===== src/rtl/pacman_mover_pkg.sv =====
// Shared types, constants and helpers for the Pac-Man motion controller.
package pacman_mover_pkg;

  localparam int TILE       = 16;
  localparam int COLS       = 40;
  localparam int ROWS       = 22;
  localparam int MAZE_DEPTH = COLS * ROWS;

  localparam logic [7:0] KEY_W = 8'h1A;
  localparam logic [7:0] KEY_A = 8'h04;
  localparam logic [7:0] KEY_S = 8'h16;
  localparam logic [7:0] KEY_D = 8'h07;

  typedef enum logic [2:0] {
    DIR_NONE,
    DIR_UP,
    DIR_DOWN,
    DIR_LEFT,
    DIR_RIGHT
  } dir_t;

  typedef enum logic [1:0] {
    ST_IDLE,
    ST_RD_PEND,
    ST_RD_CUR,
    ST_MOVE
  } state_t;

  // Tile lookup result: forced marks an off-maze row (always a wall, no ROM read).
  typedef struct packed {
    logic       forced;
    logic [9:0] addr;
  } tile_ref_t;

  function automatic dir_t opposite(dir_t d);
    case (d)
      DIR_UP:    return DIR_DOWN;
      DIR_DOWN:  return DIR_UP;
      DIR_LEFT:  return DIR_RIGHT;
      DIR_RIGHT: return DIR_LEFT;
      default:   return DIR_NONE;
    endcase
  endfunction

  function automatic dir_t decode_key(logic [7:0] k);
    case (k)
      KEY_W:   return DIR_UP;
      KEY_A:   return DIR_LEFT;
      KEY_S:   return DIR_DOWN;
      KEY_D:   return DIR_RIGHT;
      default: return DIR_NONE;
    endcase
  endfunction

  // Tile adjacent to an aligned sprite at (x,y) in direction d; columns wrap through the tunnel.
  function automatic tile_ref_t tile_ahead(logic [9:0] x, logic [9:0] y, dir_t d);
    int        c;
    int        r;
    tile_ref_t t;
    c = int'(x) / TILE;
    r = int'(y) / TILE;
    case (d)
      DIR_UP:    r = r - 1;
      DIR_DOWN:  r = r + 1;
      DIR_LEFT:  c = c - 1;
      DIR_RIGHT: c = c + 1;
      default:   ;
    endcase
    if (c < 0) c = COLS - 1;
    else if (c >= COLS) c = 0;
    t.forced = (r < 0) || (r >= ROWS);
    t.addr   = t.forced ? 10'd0 : 10'(r * COLS + c);
    return t;
  endfunction

endpackage


===== src/rtl/pacman_mover_if.sv =====
// Bus between the mover and its environment: controls, maze load port, sprite outputs.
// No valid/ready handshake: every input is sampled on each Clk (frame_clk is edge-detected
// internally, keycode is a level), maze_we writes one tile per Clk it is high, and all
// outputs are registered except is_ball, which is combinational from DrawX/DrawY.
interface pacman_mover_if;
  import pacman_mover_pkg::*;

  logic       frame_clk;
  logic [7:0] keycode;
  logic [9:0] DrawX;
  logic [9:0] DrawY;
  logic       maze_we;
  logic [9:0] maze_addr;
  logic       maze_data;
  logic       is_ball;
  logic [9:0] pac_x;
  logic [9:0] pac_y;
  dir_t       dir;
  logic       moving;
  state_t     state;

  modport master (
    output frame_clk, keycode, DrawX, DrawY, maze_we, maze_addr, maze_data,
    input  is_ball, pac_x, pac_y, dir, moving, state
  );

  modport slave (
    input  frame_clk, keycode, DrawX, DrawY, maze_we, maze_addr, maze_data,
    output is_ball, pac_x, pac_y, dir, moving, state
  );
endinterface


===== src/rtl/pacman_mover_maze_tile_rom.sv =====
// 880x1 wall bitmap (1 = wall), 40 columns x 22 rows, one-cycle registered read.
// Contents are loaded through the write port by the maze loader and shared with the wall renderer.
module maze_tile_rom
  import pacman_mover_pkg::*;
(
  input  logic       Clk,
  input  logic [9:0] addr,
  output logic       wall,
  input  logic       we,
  input  logic [9:0] waddr,
  input  logic       wdata
);

  logic bitmap [MAZE_DEPTH];

  // Load port write and registered read; out-of-range addresses read as wall.
  always_ff @(posedge Clk) begin
    if (we && (waddr < 10'(MAZE_DEPTH))) bitmap[waddr] <= wdata;
    wall <= (addr < 10'(MAZE_DEPTH)) ? bitmap[addr] : 1'b1;
  end

endmodule


===== src/rtl/pacman_mover.sv =====
// Per-frame Pac-Man motion controller: queued turns, wall checks, tunnel wrap, sprite hit flag.
module pacman_mover
  import pacman_mover_pkg::*;
#(
  parameter int STEP    = 1,
  parameter int START_X = 304,
  parameter int START_Y = 256
) (
  input logic           Clk,
  input logic           Reset,
  pacman_mover_if.slave bus
);

  localparam logic [9:0] STEP10 = 10'(STEP);
  localparam logic [9:0] X_WRAP = 10'(TILE * (COLS - 1));

  logic      frame_s1, frame_s2, frame_prev;
  logic      frame_rise;
  dir_t      pending, key_dir, dir;
  state_t    state;
  logic [9:0] pac_x, pac_y;
  logic      moving;
  logic      forced_q;
  logic      aligned, take_pend;
  tile_ref_t ahead_pend, ahead_dir;
  logic [9:0] rom_addr;
  logic      rom_wall;
  logic      wall;

  assign frame_rise = frame_s2 & ~frame_prev;
  assign key_dir    = decode_key(bus.keycode);
  assign aligned    = ((pac_x % 10'(TILE)) == 10'd0) && ((pac_y % 10'(TILE)) == 10'd0);
  assign take_pend  = (pending != DIR_NONE) && (pending != dir);
  assign ahead_pend = tile_ahead(pac_x, pac_y, pending);
  assign ahead_dir  = tile_ahead(pac_x, pac_y, dir);
  // In RD_PEND the next lookup is always the current direction.
  assign rom_addr   = (state == ST_IDLE && take_pend) ? ahead_pend.addr : ahead_dir.addr;
  assign wall       = forced_q | rom_wall;

  maze_tile_rom u_rom (
    .Clk   (Clk),
    .addr  (rom_addr),
    .wall  (rom_wall),
    .we    (bus.maze_we),
    .waddr (bus.maze_addr),
    .wdata (bus.maze_data)
  );

  // Two-flop synchroniser plus edge register for the asynchronous frame strobe.
  always_ff @(posedge Clk) begin
    if (Reset) begin
      frame_s1   <= 1'b0;
      frame_s2   <= 1'b0;
      frame_prev <= 1'b0;
    end else begin
      frame_s1   <= bus.frame_clk;
      frame_s2   <= frame_s1;
      frame_prev <= frame_s2;
    end
  end

  // Queued turn: any WASD key overwrites it, everything else holds it.
  always_ff @(posedge Clk) begin
    if (Reset) pending <= DIR_NONE;
    else if (key_dir != DIR_NONE) pending <= key_dir;
  end

  // Frame evaluation FSM: decide the direction, consult the maze, then step once.
  always_ff @(posedge Clk) begin
    if (Reset) begin
      state    <= ST_IDLE;
      dir      <= DIR_NONE;
      pac_x    <= 10'(START_X);
      pac_y    <= 10'(START_Y);
      moving   <= 1'b0;
      forced_q <= 1'b0;
    end else begin
      case (state)
        ST_IDLE: begin
          if (frame_rise) begin
            // A reversal never needs a wall check; NONE has no opposite worth taking.
            if (pending != DIR_NONE && pending == opposite(dir)) begin
              dir   <= pending;
              state <= ST_MOVE;
            end else if (!aligned) begin
              state <= ST_MOVE;
            end else if (take_pend) begin
              forced_q <= ahead_pend.forced;
              state    <= ST_RD_PEND;
            end else if (dir != DIR_NONE) begin
              forced_q <= ahead_dir.forced;
              state    <= ST_RD_CUR;
            end else begin
              moving <= 1'b0;
            end
          end
        end
        ST_RD_PEND: begin
          if (!wall) begin
            dir   <= pending;
            state <= ST_MOVE;
          end else if (dir == DIR_NONE) begin
            moving <= 1'b0;
            state  <= ST_IDLE;
          end else begin
            forced_q <= ahead_dir.forced;
            state    <= ST_RD_CUR;
          end
        end
        ST_RD_CUR: begin
          if (wall) begin
            moving <= 1'b0;
            state  <= ST_IDLE;
          end else begin
            state <= ST_MOVE;
          end
        end
        ST_MOVE: begin
          case (dir)
            DIR_UP:    pac_y <= pac_y - STEP10;
            DIR_DOWN:  pac_y <= pac_y + STEP10;
            DIR_LEFT:  pac_x <= (pac_x == 10'd0) ? X_WRAP : pac_x - STEP10;
            DIR_RIGHT: pac_x <= (pac_x == X_WRAP) ? 10'd0 : pac_x + STEP10;
            default:   ;
          endcase
          moving <= 1'b1;
          state  <= ST_IDLE;
        end
        default: state <= ST_IDLE;
      endcase
    end
  end

  assign bus.pac_x  = pac_x;
  assign bus.pac_y  = pac_y;
  assign bus.dir    = dir;
  assign bus.moving = moving;
  assign bus.state  = state;
  // 11-bit compares so pac_x + TILE cannot overflow at the right edge.
  assign bus.is_ball = ({1'b0, bus.DrawX} >= {1'b0, pac_x}) &&
                       ({1'b0, bus.DrawX} <  ({1'b0, pac_x} + 11'(TILE))) &&
                       ({1'b0, bus.DrawY} >= {1'b0, pac_y}) &&
                       ({1'b0, bus.DrawY} <  ({1'b0, pac_y} + 11'(TILE)));

endmodule


===== src/flat_wrapper.sv =====
// flat-port wrapper written by rule: the top's interface ports become plain ports
module pacman_mover_flat import pacman_mover_pkg::*;
#(
  parameter int STEP    = 1,
  parameter int START_X = 304,
  parameter int START_Y = 256
)
  (Clk, Reset, bus_frame_clk, bus_keycode, bus_DrawX, bus_DrawY, bus_maze_we, bus_maze_addr, bus_maze_data, bus_is_ball, bus_pac_x, bus_pac_y, bus_dir, bus_moving, bus_state);
  pacman_mover_if bus_i ();
  input logic Clk;
  input logic Reset;
  input wire logic [$bits(bus_i.frame_clk)-1:0] bus_frame_clk;
  input wire logic [$bits(bus_i.keycode)-1:0] bus_keycode;
  input wire logic [$bits(bus_i.DrawX)-1:0] bus_DrawX;
  input wire logic [$bits(bus_i.DrawY)-1:0] bus_DrawY;
  input wire logic [$bits(bus_i.maze_we)-1:0] bus_maze_we;
  input wire logic [$bits(bus_i.maze_addr)-1:0] bus_maze_addr;
  input wire logic [$bits(bus_i.maze_data)-1:0] bus_maze_data;
  output wire logic [$bits(bus_i.is_ball)-1:0] bus_is_ball;
  output wire logic [$bits(bus_i.pac_x)-1:0] bus_pac_x;
  output wire logic [$bits(bus_i.pac_y)-1:0] bus_pac_y;
  output wire logic [$bits(bus_i.dir)-1:0] bus_dir;
  output wire logic [$bits(bus_i.moving)-1:0] bus_moving;
  output wire logic [$bits(bus_i.state)-1:0] bus_state;
  assign bus_i.frame_clk = bus_frame_clk;
  assign bus_i.keycode = bus_keycode;
  assign bus_i.DrawX = bus_DrawX;
  assign bus_i.DrawY = bus_DrawY;
  assign bus_i.maze_we = bus_maze_we;
  assign bus_i.maze_addr = bus_maze_addr;
  assign bus_i.maze_data = bus_maze_data;
  assign bus_is_ball = bus_i.is_ball;
  assign bus_pac_x = bus_i.pac_x;
  assign bus_pac_y = bus_i.pac_y;
  assign bus_dir = bus_i.dir;
  assign bus_moving = bus_i.moving;
  assign bus_state = bus_i.state;
  pacman_mover #(.STEP(STEP), .START_X(START_X), .START_Y(START_Y)) u_core (.Clk(Clk), .Reset(Reset), .bus(bus_i));
endmodule

===== config.mk =====
export PLATFORM = sky130hd
export DESIGN_NAME = pacman_mover_flat
export DESIGN_NICKNAME = d
export VERILOG_FILES = /design/src/rtl/pacman_mover_pkg.sv /design/src/rtl/pacman_mover_if.sv /design/src/rtl/pacman_mover_maze_tile_rom.sv /design/src/rtl/pacman_mover.sv /design/src/flat_wrapper.sv
export SDC_FILE = /design/constraint.sdc
export NUM_CORES = 2
export LEC_CHECK = 0
export CORE_UTILIZATION = 40
export CTS_CLUSTER_DIAMETER = 50
export DETAILED_ROUTE_END_ITERATION = 10
export GPL_ROUTABILITY_DRIVEN = 0
export REMOVE_ABC_BUFFERS = 1
export SLEW_MARGIN = 20
export SYNTH_ARGS = -nofsm -noshare
export SYNTH_HDL_FRONTEND = slang
export SYNTH_SLANG_ARGS = --single-unit

===== constraint.sdc =====
create_clock -name Clk -period 14.8 [get_ports Clk]
set_clock_uncertainty 0.15 [all_clocks]
set_input_delay 1.48 -clock Clk [delete_from_list [all_inputs] [get_ports Clk]]
set_output_delay 1.48 -clock Clk [all_outputs]
set_load 0.05 [all_outputs]

==> flow_results.org <==
** Min path
- The worst hold path terminates at u_core.frame_s2.
- The path class of the tightest hold or removal check is flip-flop to flip-flop.
- The worst hold path begins at u_core.frame_s1.
- Worst hold stages :: 1

** Timing
- Crit path time final :: slightly below 8 ns
- Setup repair after global routing left no endpoint under its margin.
- Final hold violation count :: 0
- For the pin with the worst max-slew slack, the measured transition is around 1.3 ns.
- Slew Viols, Final :: 0
- Relative slew slack :: 14.90%
- Setup violations remaining at the end of the flow were counted as 0.
- Based on the critical path, the design can be clocked at up to roughly 130 MHz.
- Of the available clock period, the critical path in the final layout requires 52.23%.
- Fin Setup TNS :: 0 ns

** Die
- Die span in y :: around 330 µm
- The initialized floorplan defines 121 standard-cell rows.
- In this run the count of I/O pins placed on the die edge is 70.
- Die Width :: 333.0 µm
- The floorplan step defined a die boundary enclosing ~110000 µm².
- After floorplanning, the core was sized to cover roughly 110000 µm².
- For this configuration, the core starts out at a cell density of a little over 40%.

** Route
- First-pass iteration count of the detailed router :: 6
- Dividing the detail-routed via count by the number of cells gives between 5 and 6.
- In the routed design, unresolved DRC markers number 0.
- Post-Route WL :: between 100 and 150 mm
- After the first detailed-routing iteration, the DRC count stood at roughly 4000.
- Drt wl/cell :: 25.19 µm
- The routed layout has ~32000 vias.
- Once detail routing completed, the nets flagged for antenna violations numbered 0.

** Clock tree
- Once the clock tree was built, the setup fixing pass inserted 0 buffers.
- The number of clock buffers added by TritonCTS is between 100 and 150.
- Post-CTS sizing :: 0
- In this run the clock root is driven by a clkbuf_16.
- Sinks on Clock Net :: slightly above 900
- At the later pin of the worst-skew pair, clock insertion delay measures slightly below 0.7 ns.
- Clock Path Buffers :: 3
- Number of levels the H-tree was split into :: 3
- Clock Pin Slew Worst Setup and Hold Paths :: 0.06 ns
- CTS tree :: built
- Cts hold-fix bufs :: 0

** Finish
- Leaving out fill and tap cells, the most frequent cells in the layout are nor2_1, edfxtp_1, nand2_1.
- Number of nets in the final layout :: between 4000 and 5000
- Relative to the synthesized area, the layout overhead comes to 11.87%.
- Share of final-layout standard cells stronger than drive strength 1 :: roughly 9%
- The library cell used most frequently in the layout, excluding fill and tap cells, is nor2_1.

** Yosys
- The synthesized design contains 914 register bits.
- For this run, the leading register cell type out of synthesis is edfxtp_1.
- Netlist Area Pre-Place :: ~44000 µm²
- Synth top area cells :: edfxtp_1, nor2_1, nand2_1
- The cell count after synthesis came out at 4000.
- EDFF count, synth :: between 800 and 900
- In this run the mean area of a mapped cell was around 11 µm².
- The biggest area contributor in the post-synthesis netlist is edfxtp_1.
- Warnings from Yosys :: 0
- Count of distinct cell types in the synthesized netlist :: 77
- Area share of the largest cell type after synthesis :: a little over 60%
- Share of flip-flops with an asynchronous set or reset after synthesis :: 0%
- Part of the Yosys area used for sequential elements :: around three fifths

** Pwr
- The analysis attributes to cell leakage a power of 15.72 nW.
- Per report_power, the sequential group accounts for approximately half of the total.
- Clock Power Share :: roughly 46%
- Total power for the finished layout comes to ~0.0056 W.
- Switching share of power :: between 20% and 30%
- Net switching power :: around 0.0012 W
- Total power divided by cell area :: between 100 and 150 nW/µm²
- VDD sags by at most between 100 and 150 µV.
- The internal portion of the total power is 0.004379 W.
- Per report_power, the combinational group accounts for 3.2% of the total.

** Global route
- Global-route congestion overflow total :: 0
- Global-route wire length before repair :: between 200 and 250 mm
- Vias in the first global route :: between 30000 and 40000
- Global routing used about a quarter of the available tracks across all layers.
- Entering global routing, the biggest net connects roughly 150 pins.
- Antenna violations before repair :: 4

** Critical path
- The startpoint identified for the worst register-to-register timing path is u_core.bus.pac_y[4].
- Largest fanout on the critical path :: 65
- R2R setup slack :: 7.07 ns
- STA classifies the critical path endpoint as a flip-flop.
- Startpoint kind of the worst setup timing path :: flip-flop
- Crit path required time :: about 15 ns
- For the worst flop-to-flop path, the logic depth is 19.
- Type of the setup path with the least slack :: flip-flop to flip-flop
- Data arrives at the worst endpoint at between 8 and 9 ns.
- Destination of the worst register-to-register timing path :: u_core.u_rom.wall

** Place
- Summed over all nets, the half-perimeter wirelength after detailed placement is approximately 78 mm.
- Port buffering added just under 70 buffers.

** Flow run
- Reported max-cap violation count :: 0

** Status
- The run finished with clean final reports.
-- sequential cells by signal (all words and copies together), names as in the netlist --
register             count
u_core.bus.dir           3
u_core.bus.moving        1
u_core.bus.pac_x        10
u_core.bus.pac_y        10
u_core.bus.state         2
u_core.forced_q          1
u_core.frame_prev        1
u_core.frame_s1          1
u_core.frame_s2          1
u_core.pending           3
u_core.u_rom.bitmap    880
u_core.u_rom.wall        1
-- kinds of logic (layout without fill, tap and decap cells) --
family / count (synthesis) / in the layout / synth area share, %
xor+xnor: 55 / 55 / 1.099
other cells: 1 / 4 / 0.008558
flops: 914 / 914 / 61.86
simple gates: 2015 / 2015 / 19.32
fa+ha+maj: 74 / 74 / 2.199
compound gates: 431 / 431 / 6.702
mux: 127 / 127 / 4.874
buf+inv: 383 / 405 / 3.940
-- through the flow --
step	cells	utilization, %	cell area [µm²]	worst slack (ns)	hold slack [ns]
2_1_floorplan	3676	-	42310	3.163	0.2638
3_3_place_gp	5244	41.88	45530	7.254	0.2710
3_5_place_dp	5244	41.91	45560	7.142	0.2831
4_1_cts	5437	45.06	48980	7.119	0.3059
5_1_grt	5437	45.09	49020	6.683	0.3227
6_report	5439	45.10	49020	7.069	0.2964
-- cell usage after synthesis, types with 42 or more instances --
| master | count |
|---|---|
| a21oi_1 | 121 |
| a31oi_1 | 54 |
| and3_1 | 59 |
| buf_2 | 63 |
| clkbuf_1 | 218 |
| edfxtp_1 | 880 |
| ha_1 | 69 |
| inv_1 | 57 |
| mux2i_1 | 57 |
| mux4_2 | 69 |
| nand2_1 | 598 |
| nand3_1 | 219 |
| nor2_1 | 963 |
| o21ai_0 | 42 |
| xnor2_1 | 42 |
-- power groups by stage --
stage,Sequential (W),Combinational [W],Clock (W)
2_1_floorplan,0.00289,0.0000818,0
3_3_place_gp,0.00289,0.000173,0
3_5_place_dp,0.00289,0.000174,0
4_1_cts,0.00284,0.000175,0.00262
5_1_grt,0.00284,0.000190,0.00271
6_report,0.00284,0.000178,0.00259
-- critical path, cell delays in order (launching register included) --
cell and delay [ns]:
dfxtp_1 0.41, inv_1 0.24, ha_1 0.31, or4b_1 0.45, a211o_1 0.32, a221oi_2 0.39, a21oi_1 0.10, or4_1 0.87
o32ai_4 0.37, buf_4 0.66, buf_4 0.63, buf_4 0.72, mux2i_1 0.17, mux2_2 0.29, o211ai_1 0.23, o21ai_0 0.14
nor4_1 0.51, nand4_1 0.15, and4_1 0.28, o22ai_1 0.16
-- routing by layer --
metal,GRT usage (%),up-vias,wire [µm],share of wire [%]
li1,-,14100,-,-
met1,33.27,16230,55490,41
met2,38.55,1613,63250,46
met3,4.227,295,13340,9.7
met4,8.766,6,4887,3.6
met5,0,-,29,0.021
-- final cells by class --
cell class | instances | area, µm²
Timing Repair Buffer | 154 | 1363
Sequential cell | 914 | 27110
Inverter | 58 | 217.7
Clock inverter | 60 | 630.6
Multi-Input combinational cell | 2704 | 15140
Antenna cell | 2 | 5.005
Fill cell | 10090 | 59680
Clock buffer | 133 | 2794
Tap cell | 1414 | 1769
-- worst max path at each step --
stage               cells past startpoint                 to  slack, ns                 from
finish                                 19  u_core.u_rom.wall       7.07  u_core.bus.pac_y[4]
global route                           19  u_core.u_rom.wall       6.68  u_core.bus.pac_y[4]
detailed placement                     19  u_core.u_rom.wall       7.14  u_core.bus.pac_y[4]
global placement                       19  u_core.u_rom.wall       7.25  u_core.bus.pac_y[4]
floorplan                              16  u_core.u_rom.wall       3.16  u_core.bus.pac_y[4]
CTS                                    19  u_core.u_rom.wall       7.12  u_core.bus.pac_y[4]
No activity file was read; power rests on OpenSTA's default activity.
